$ cat config.mk
export PLATFORM = sky130hd
export DESIGN_NAME = m6502_bus_ctrl
export DESIGN_NICKNAME = d
export VERILOG_FILES = /design/src/rtl/m6502_bus_ctrl.sv
export SDC_FILE = /design/constraint.sdc
export NUM_CORES = 1
export LEC_CHECK = 0
export ABC_AREA = 1
export CAP_MARGIN = 5
export CORE_UTILIZATION = 30
export DETAILED_ROUTE_END_ITERATION = 12
export PLACE_DENSITY_LB_ADDON = 0.2
export SLEW_MARGIN = 20
export SYNTH_ARGS = -nofsm -noshare
export SYNTH_HDL_FRONTEND = slang
export SYNTH_SLANG_ARGS = --single-unit
$ cat constraint.sdc
create_clock -name clk -period 2.8 [get_ports clk]
set_input_delay 0.42 -clock clk [delete_from_list [all_inputs] [get_ports clk]]
set_output_delay 0.42 -clock clk [all_outputs]
set_load 0.05 [all_outputs]
$ cat src/rtl/m6502_bus_ctrl.sv
// 6502-style bus controller: decodes CPU accesses into RAM / IO / ROM cycles,
// inserts per-region wait states, times out silent IO devices and keeps sticky error flags.
module m6502_bus_ctrl #(
   parameter int RAM_WAIT   = 0,
   parameter int ROM_WAIT   = 1,
   parameter int IO_TIMEOUT = 15
) (
   input  logic        clk,
   input  logic        reset,
   input  logic [15:0] cpu_addr,
   input  logic        cpu_rd_req,
   input  logic        cpu_wr_en,
   input  logic [7:0]  cpu_wr_data,
   output logic [7:0]  cpu_rd_data,
   output logic        cpu_ready,
   output logic [15:0] mem_addr,
   output logic [7:0]  mem_wr_data,
   output logic        mem_rd,
   output logic        mem_wr,
   output logic        ram_cs,
   output logic        rom_cs,
   output logic        io_cs,
   input  logic [7:0]  ram_rd_data,
   input  logic [7:0]  rom_rd_data,
   input  logic [7:0]  io_rd_data,
   input  logic        io_ack,
   output logic [2:0]  err_flags
);

   typedef enum logic {IDLE, ACCESS} state_t;
   typedef enum logic [1:0] {REG_RAM, REG_IO, REG_ROM} region_t;

   state_t      state_q, state_d;
   region_t     region_q, region_d, reqRegion;
   logic        isWrite_q, isWrite_d;
   logic [15:0] addr_q, addr_d;
   logic [7:0]  wrData_q, wrData_d;
   logic [7:0]  rdData_q, rdData_d;
   logic [7:0]  cnt_q, cnt_d;
   logic [2:0]  err_q, err_d;
   logic        cpuReq;

   assign cpuReq = cpu_rd_req | cpu_wr_en;

   always_comb begin
      case (cpu_addr[15:13])
         3'b110:  reqRegion = REG_IO;
         3'b111:  reqRegion = REG_ROM;
         default: reqRegion = REG_RAM;
      endcase
   end

   // A simultaneous read and write request is taken as a write; the IO counter
   // doubles as the ack timeout, so an expired IO access returns 0xFF.
   always_comb begin
      state_d   = state_q;
      region_d  = region_q;
      isWrite_d = isWrite_q;
      addr_d    = addr_q;
      wrData_d  = wrData_q;
      rdData_d  = rdData_q;
      cnt_d     = cnt_q;
      err_d     = err_q;
      case (state_q)
         IDLE: begin
            if (cpuReq) begin
               state_d   = ACCESS;
               region_d  = reqRegion;
               isWrite_d = cpu_wr_en;
               addr_d    = cpu_addr;
               wrData_d  = cpu_wr_data;
               case (reqRegion)
                  REG_IO:  cnt_d = 8'(IO_TIMEOUT);
                  REG_ROM: cnt_d = 8'(ROM_WAIT);
                  default: cnt_d = 8'(RAM_WAIT);
               endcase
               if (cpu_wr_en && reqRegion == REG_ROM) err_d[1] = 1'b1;
            end
         end
         ACCESS: begin
            if (cpuReq) err_d[0] = 1'b1;
            if (region_q == REG_IO && io_ack) begin
               state_d = IDLE;
               if (!isWrite_q) rdData_d = io_rd_data;
            end else if (cnt_q != 8'd0) begin
               cnt_d = cnt_q - 8'd1;
            end else begin
               state_d = IDLE;
               if (region_q == REG_IO) err_d[2] = 1'b1;
               if (!isWrite_q) begin
                  case (region_q)
                     REG_IO:  rdData_d = 8'hFF;
                     REG_ROM: rdData_d = rom_rd_data;
                     default: rdData_d = ram_rd_data;
                  endcase
               end
            end
         end
         default: state_d = IDLE;
      endcase
   end

   always_ff @(posedge clk or posedge reset) begin
      if (reset) begin
         state_q   <= IDLE;
         region_q  <= REG_RAM;
         isWrite_q <= 1'b0;
         addr_q    <= 16'h0000;
         wrData_q  <= 8'h00;
         rdData_q  <= 8'h00;
         cnt_q     <= 8'h00;
         err_q     <= 3'b000;
      end else begin
         state_q   <= state_d;
         region_q  <= region_d;
         isWrite_q <= isWrite_d;
         addr_q    <= addr_d;
         wrData_q  <= wrData_d;
         rdData_q  <= rdData_d;
         cnt_q     <= cnt_d;
         err_q     <= err_d;
      end
   end

   // Strobes derive from the registered state, so reset drops them immediately;
   // ROM writes are swallowed without touching the bus.
   assign cpu_ready   = (state_q == IDLE);
   assign cpu_rd_data = rdData_q;
   assign mem_addr    = addr_q;
   assign mem_wr_data = wrData_q;
   assign err_flags   = err_q;
   assign mem_rd      = (state_q == ACCESS) && !isWrite_q;
   assign mem_wr      = (state_q == ACCESS) && isWrite_q && (region_q != REG_ROM);
   assign ram_cs      = (state_q == ACCESS) && (region_q == REG_RAM);
   assign io_cs       = (state_q == ACCESS) && (region_q == REG_IO);
   assign rom_cs      = (state_q == ACCESS) && (region_q == REG_ROM) && !isWrite_q;

endmodule

==> key figures, run 1 <==
Power
  • Power Density: 1210 nW/um2
  • Pleak: 1.71 nW
  • VDD IR max: 0.546 mV
  • Total power: 4.32 mW

Clock tree
  • H-tree levels: 2
  • Num Clock Sinks: 47
  • TritonCTS clock tree: done
  • CTS resizes: 0
  • Setup Buffers After CTS: 0
  • Num CTS Buffers: 5
  • Skew-Pair Late Insertion Delay: 300 ps
  • Root buffer cell: clkbuf_8
  • Max clock buf depth: 2
  • Worst-path clk slew: 90 ps
  • CTS Hold Bufs: 0

Placement
  • Dpl cell area: 3460 um2
  • Pre-CTS setup slack: 503 ps
  • Cell count after placement: 500
  • Routability congestion estimate: 0.763
  • Post-DP HPWL: 4390 um
  • Buffers on Ports: 93

Cells and area
  • Multi-input gate area: 1100 um2
  • Commonest non-fill, non-tap cells in the layout: nand2_1, clkdlybuf4s50_1, dfrtp_1
  • Most common cell after layout, fill and taps aside: nand2_1
  • Register Area: 1180 um2
  • Cell Count, Final, Fillers Out: 507
  • Ant. Diodes: 0
  • Synthesis-to-finish area growth: 45.3%
  • Filler cells: 788
  • Layout Nets: 466
  • Post-route cell area: 3570 um2
  • Share of cells above drive strength 1: 7.65%
  • Final Util: 45.7%

GRT
  • First-pass GRT wire length: 10,100 um
  • Overall routing resource usage: 14.9%
  • Initial antenna violation count: 0
  • Total congestion overflow: 0
  • Largest net degree at the start of global routing: 31
  • Number of global-route vias before repair: 2,215

Logic synthesis
  • Net Count, Synth: 373
  • Synth top area cells: dfrtp_1, nand2_1, ha_1
  • Async SR Flop Fraction: 100%
  • Dominant synthesized flop cell: dfrtp_1
  • Synth Instances: 312
  • Unique masters post-synth: 28
  • Post-synth top area share: 47.9%
  • Post-Syn Area: 2460 um2
  • Post-synth top area cell: dfrtp_1
  • FF+latch count, synth: 47
  • Sequential fraction of the synthesis area: 47.9%
  • Mapped Avg Cell Area: 7.88 um2
  • EDFF count, synth: 0
  • Warnings, synthesis: 0

Routing
  • Vias: 2,213
  • Vias per cell: 4.36
  • Antenna-violating nets left: 0
  • Final WL: 6040 um
  • DR iter-0 viols: 65
  • DRC: 0
  • DR WL/cell: 11.9 um
  • DR pass1 iterations: 4

Setup path
  • CP max FO: 10
  • Critical path cell sequence: inv_1 > ha_1 > nand2_1 > nor2_1 > clkdlybuf4s50_1
  • Critical Path Max Stage Delay: 820 ps
  • CP startpoint: region_q[0]$_DFFE_PP0P_
  • Crit path capture type: primary output
  • Critical Path AT: 2190 ps
  • CP top delay family: buffers and inverters
  • CP required: 2380 ps
  • Nature of the critical path startpoint: register
  • CP bufs+invs: 2
  • Kind of critical path: reg2out
  • R2r startpoint: region_q[1]$_DFFE_PP0P_
  • CP max stage cell: clkdlybuf4s50_1

Flow run
  • Max-cap violations: 0

Timing
  • Max-slew headroom: 63.2%
  • Fmax: 382 MHz
  • Setup TNS: 0 ps
  • Clock Skew: 6.29 ps
  • Slew at the pin closest to its max-slew limit: 551 ps
  • Tcrit/Tclk final: 93.4%
  • Crit path time final: 2610 ps
  • Final Hold Slack: 474 ps
  • Final hold vios: 0
  • Final setup margin: 185 ps
  • Final setup vio count: 0
  • RSZ-0062 raised after global routing: no
  • Fin. max-slew vios: 0

Floorplan
  • Io pins: 94
  • Die ar.: 8560 um2
  • Die W: 92.5 um
  • Initial Utilization: 31.5%
  • Core area: 7810 um2
  • Die height: 92.5 um
  • Rows: 32

Outcome
  • Status: finished, final reports clean

Worst hold path
  • HP Start: err_flags[2]$_DFFE_PP0P_
  • Hold Crit Class: reg2reg
==> path summary, 6_finish.rpt <==
check                           depth (start not counted)  slack, ps                          to
worst min register to register                          2        470    err_flags[2]$_DFFE_PP0P_
worst max-delay path                                    5        190                      rom_cs
max in group asynchronous                               3       1750     mem_addr[6]$_DFFE_PP0P_
worst max register to register                          8        910        cnt_q[7]$_DFFE_PP0P_
worst min-delay path                                    2        470    err_flags[2]$_DFFE_PP0P_
min in group asynchronous                               2        480  cpu_rd_data[4]$_DFFE_PP0P_
==> power by group <==
group / internal [mW] / switching, mW / leakage, nW
registers: 0.974 / 0.186 / 0.580
clock network: 0.261 / 0.237 / 0.0502
logic: 0.870 / 1.79 / 1.08
==> state kept, by name, indices dropped and copies added (netlist names) <==
name,cells
isWrite_q,1
region_q,2
cpu_rd_data,8
state_q,1
mem_wr_data,8
cnt_q,8
mem_addr,16
err_flags,3
==> cells by family (layout without fill, tap and decap cells) <==
kind of cell               Yosys count  in the layout  synth area share [%]
and+or+nand+nor                    194            194                  33.4
adders and majority gates            8              8                  4.07
xor gates and xnor gates             2              2                 0.713
buffers and inverters               36            129                  7.18
DFF                                 47             47                  47.9
AOI/OAI and AO/OA                   25             25                  6.82
==> cell usage after synthesis (2+ instances only) <==
library cell and count:
nor2_2 2, nand2_1 155, nand2_4 2, dfrtp_1 47, o211ai_1 8, o21ai_0 10, nor2_1 8, buf_2 6
nand2_2 3, buf_6 4, nor3_1 3, ha_1 8, nor2_4 2, inv_1 20, xor2_1 2, nand3_1 16
inv_2 5
==> metal layers <==
layer  vias up  wire length (um)  global-route usage, %
met3         5               458                   4.76
met2        60              2840                   25.1
met1       997              2670                   18.1
li1       1151                 -                      -
met4         0                65                   4.30
met5         -                 0                      0
==> layout make-up <==
cell class              count  area share [%]
flip-flops and latches     47            32.9
multi-input cells         229            30.9
repair buffers             97            26.9
well taps                 102            3.58
inverters                  25            2.63
clock buffers               5            1.93
clock inverters             2            1.05
==> worst reg2reg max path, cell delays in order, from the launching register on <==
cell and delay (ps):
dfrtp_1 390, inv_1 70, ha_1 240, nand2_1 360, inv_2 180, nand2_1 110
nand3_2 230, nand2_1 110, o21ai_0 80
Note: power is estimated with default switching activity, not from simulation.
==> run 2: changes to the inputs <==
--- a/config.mk
+++ b/config.mk
@@ -8,8 +8,10 @@
 export ABC_AREA = 1
 export CAP_MARGIN = 5
 export CORE_UTILIZATION = 30
+export CTS_BUF_LIST = sky130_fd_sc_hd__clkbuf_16
 export DETAILED_ROUTE_END_ITERATION = 12
 export PLACE_DENSITY_LB_ADDON = 0.2
+export SETUP_SLACK_MARGIN = 0.02
 export SLEW_MARGIN = 20
 export SYNTH_ARGS = -nofsm -noshare
 export SYNTH_HDL_FRONTEND = slang
==> run 2 against run 1 <==
Clock skew down 3.5 ps. Power up 4.0%. Setup slack better by 23 ps. Non-clock buffer count is the same. Clock-buffer cell count did not move. Flip-flop and latch count stayed put. Sequential power about the same. Cell count stayed put. Largest cell class unchanged. Global-route usage rose by 0.10 points. Sequential share of layout area is 0.51 points lower.
==> key figures, run 2 (same netlist as run 1, synthesis figures left out) <==
Placement
  • Cell count after placement: 500 (unchanged)
  • Buffers on Ports: 93 (unchanged)
  • Post-DP HPWL: 4390 um (unchanged)
  • Routability congestion estimate: 0.763 (unchanged)

Clock tree
  • Root buffer cell: clkbuf_16
  • H-tree levels: 2 (unchanged)
  • Setup Buffers After CTS: 0 (unchanged)
  • Num Clock Sinks: 47 (unchanged)
  • CTS Hold Bufs: 0 (unchanged)
  • Num CTS Buffers: 5 (unchanged)
  • Worst-path clk slew: 60 ps (-30 ps)
  • TritonCTS clock tree: done
  • CTS resizes: 0 (unchanged)
  • Max clock buf depth: 2 (unchanged)
  • Skew-Pair Late Insertion Delay: 280 ps (-20 ps)

Cells and area
  • Layout Nets: 466 (unchanged)
  • Most common cell after layout, fill and taps aside: nand2_1
  • Final Util: 46.4% (+0.72 points)
  • Commonest non-fill, non-tap cells in the layout: nand2_1, clkdlybuf4s50_1, dfrtp_1
  • Filler cells: 781 (-0.89%)
  • Share of cells above drive strength 1: 7.65% (unchanged)
  • Cell Count, Final, Fillers Out: 507 (unchanged)
  • Ant. Diodes: 0 (unchanged)
  • Max FFs per register: 16 (unchanged)
  • Synthesis-to-finish area growth: 47.6%

Setup path
  • CP max FO: 10 (unchanged)
  • Crit path capture type: primary output
  • Reg2reg path depth: 8 (unchanged)
  • Setup slack, reg-to-reg: 920 ps (about the same)
  • End point of the critical path: rom_cs
  • Kind of critical path: reg2out
  • Reg-to-Reg End: cnt_q[7]$_DFFE_PP0P_
  • Nature of the critical path startpoint: register
  • CP required: 2380 ps (about the same)
  • Critical Path AT: 2170 ps (-20 ps)
  • CP startpoint: region_q[0]$_DFFE_PP0P_
  • R2r startpoint: region_q[1]$_DFFE_PP0P_

Floorplan
  • Core area: 7810 um2 (unchanged)
  • Rows: 32 (unchanged)
  • Io pins: 94 (unchanged)
  • Die ar.: 8560 um2 (unchanged)
  • Initial Utilization: 31.5% (unchanged)
  • Die height: 92.5 um (unchanged)
  • Die W: 92.5 um (unchanged)

Power
  • Power Density: 1240 nW/um2 (+2.3%)
  • VDD IR max: 0.573 mV (+5.0%)
  • Pleak: 1.74 nW (+1.5%)

GRT
  • Busiest grt layer: met2
  • M3 GR Usage: 5.25% (+0.49 points)
  • Number of global-route vias before repair: 2,184 (-1.4%)
  • Largest net degree at the start of global routing: 31 (unchanged)
  • Total congestion overflow: 0 (unchanged)
  • Met1 Use GR: 18.4% (+0.29 points)
  • Met2 GRT Util: 24.7% (-0.37 points)
  • First-pass GRT wire length: 10,100 um (about the same)
  • Initial antenna violation count: 0 (unchanged)
  • Overall routing resource usage: 15.0% (+0.10 points)

Outcome
  • Status: finished, final reports clean

Timing
  • Slew at the pin closest to its max-slew limit: 546 ps (-4.22 ps)
  • Setup TNS: 0 ps (unchanged)
  • Final setup vio count: 0 (unchanged)
  • Fin. max-slew vios: 0 (unchanged)
  • Clock Skew: 2.78 ps (-3.51 ps)
  • Max-slew headroom: 63.5% (+0.28 points)
  • Final Hold Slack: 467 ps (-6.73 ps)
  • Crit path time final: 2590 ps (-23.4 ps)
  • Final hold vios: 0 (unchanged)
  • Fmax: 386 MHz (+0.90%)
  • RSZ-0062 raised after global routing: no
  • Tcrit/Tclk final: 92.5% (-0.84 points)

Routing
  • Vias per cell: 4.34 (-0.59%)
  • DRC: 0 (unchanged)
  • DR WL/cell: 11.9 um (about the same)
  • Final WL: 6040 um (about the same)
  • DR pass1 iterations: 4 (unchanged)
  • DR iter-0 viols: 35 (-46%)
  • Vias: 2,200 (-0.59%)
  • Antenna-violating nets left: 0 (unchanged)

Worst hold path
  • Hold Crit Class: reg2reg

Flow run
  • Max-cap violations: 0 (unchanged)
run 2: cell counts in the layout (fill, tap and decap cells not counted):
Identical to the previous run, type by type.
run 2: power by group:
group / switching, mW / total (mW) / internal [mW]
Clock: 0.255 / 0.671 / 0.416
Combinational: 1.79 / 2.66 / 0.870
Sequential: 0.185 / 1.16 / 0.976
Total: 2.23 / 4.49 / 2.26
run 2: critical path, cell delays in order (launching register included):
cell and delay [ps]:
dfrtp_1 380, inv_1 100, ha_1 380, nand2_1 90
nor2_1 100, clkdlybuf4s50_1 830
run 2: per-stage QoR:
| step | worst slack, ps | power (mW) | cell area (um2) |
|---|---|---|---|
| after floorplan | 555 | 3.06 | 2460 |
| after global placement | 576 | 3.84 | 3460 |
| after detailed placement | 503 | 3.85 | 3460 |
| after CTS | 187 | 4.54 | 3630 |
| after global routing | 87.7 | 4.79 | 3630 |
| final | 209 | 4.49 | 3630 |
run 2: how the worst min path moves through the flow:
stage | startpoint | to | slack, ps | depth (start not counted)
2_1_floorplan | cnt_q[1]$_DFFE_PP0P_ | cnt_q[1]$_DFFE_PP0P_ | 450 | 2
3_3_place_gp | mem_addr[5]$_DFFE_PP0P_ | mem_addr[5]$_DFFE_PP0P_ | 450 | 2
3_5_place_dp | err_flags[2]$_DFFE_PP0P_ | err_flags[2]$_DFFE_PP0P_ | 460 | 2
4_1_cts | err_flags[2]$_DFFE_PP0P_ | err_flags[2]$_DFFE_PP0P_ | 470 | 2
5_1_grt | mem_addr[10]$_DFFE_PP0P_ | mem_addr[10]$_DFFE_PP0P_ | 490 | 2
6_report | err_flags[2]$_DFFE_PP0P_ | err_flags[2]$_DFFE_PP0P_ | 470 | 2
run 2: cell type report:
type | count | area (um2) | area share, %
flip-flops and latches | 47 | 1180 | 32.4
well taps | 102 | 128 | 3.52
inverters | 25 | 93.8 | 2.59
repair buffers | 97 | 961 | 26.5
clock buffers | 5 | 125 | 3.45
clock inverters | 2 | 37.5 | 1.04
multi-input cells | 229 | 1100 | 30.5
run 2: metal layers:
layer / vias to the layer above / part of all wire, %
met5: - / 0
met4: 0 / 1.1
met3: 7 / 7.7
met2: 56 / 47
met1: 985 / 44
li1: 1152 / -
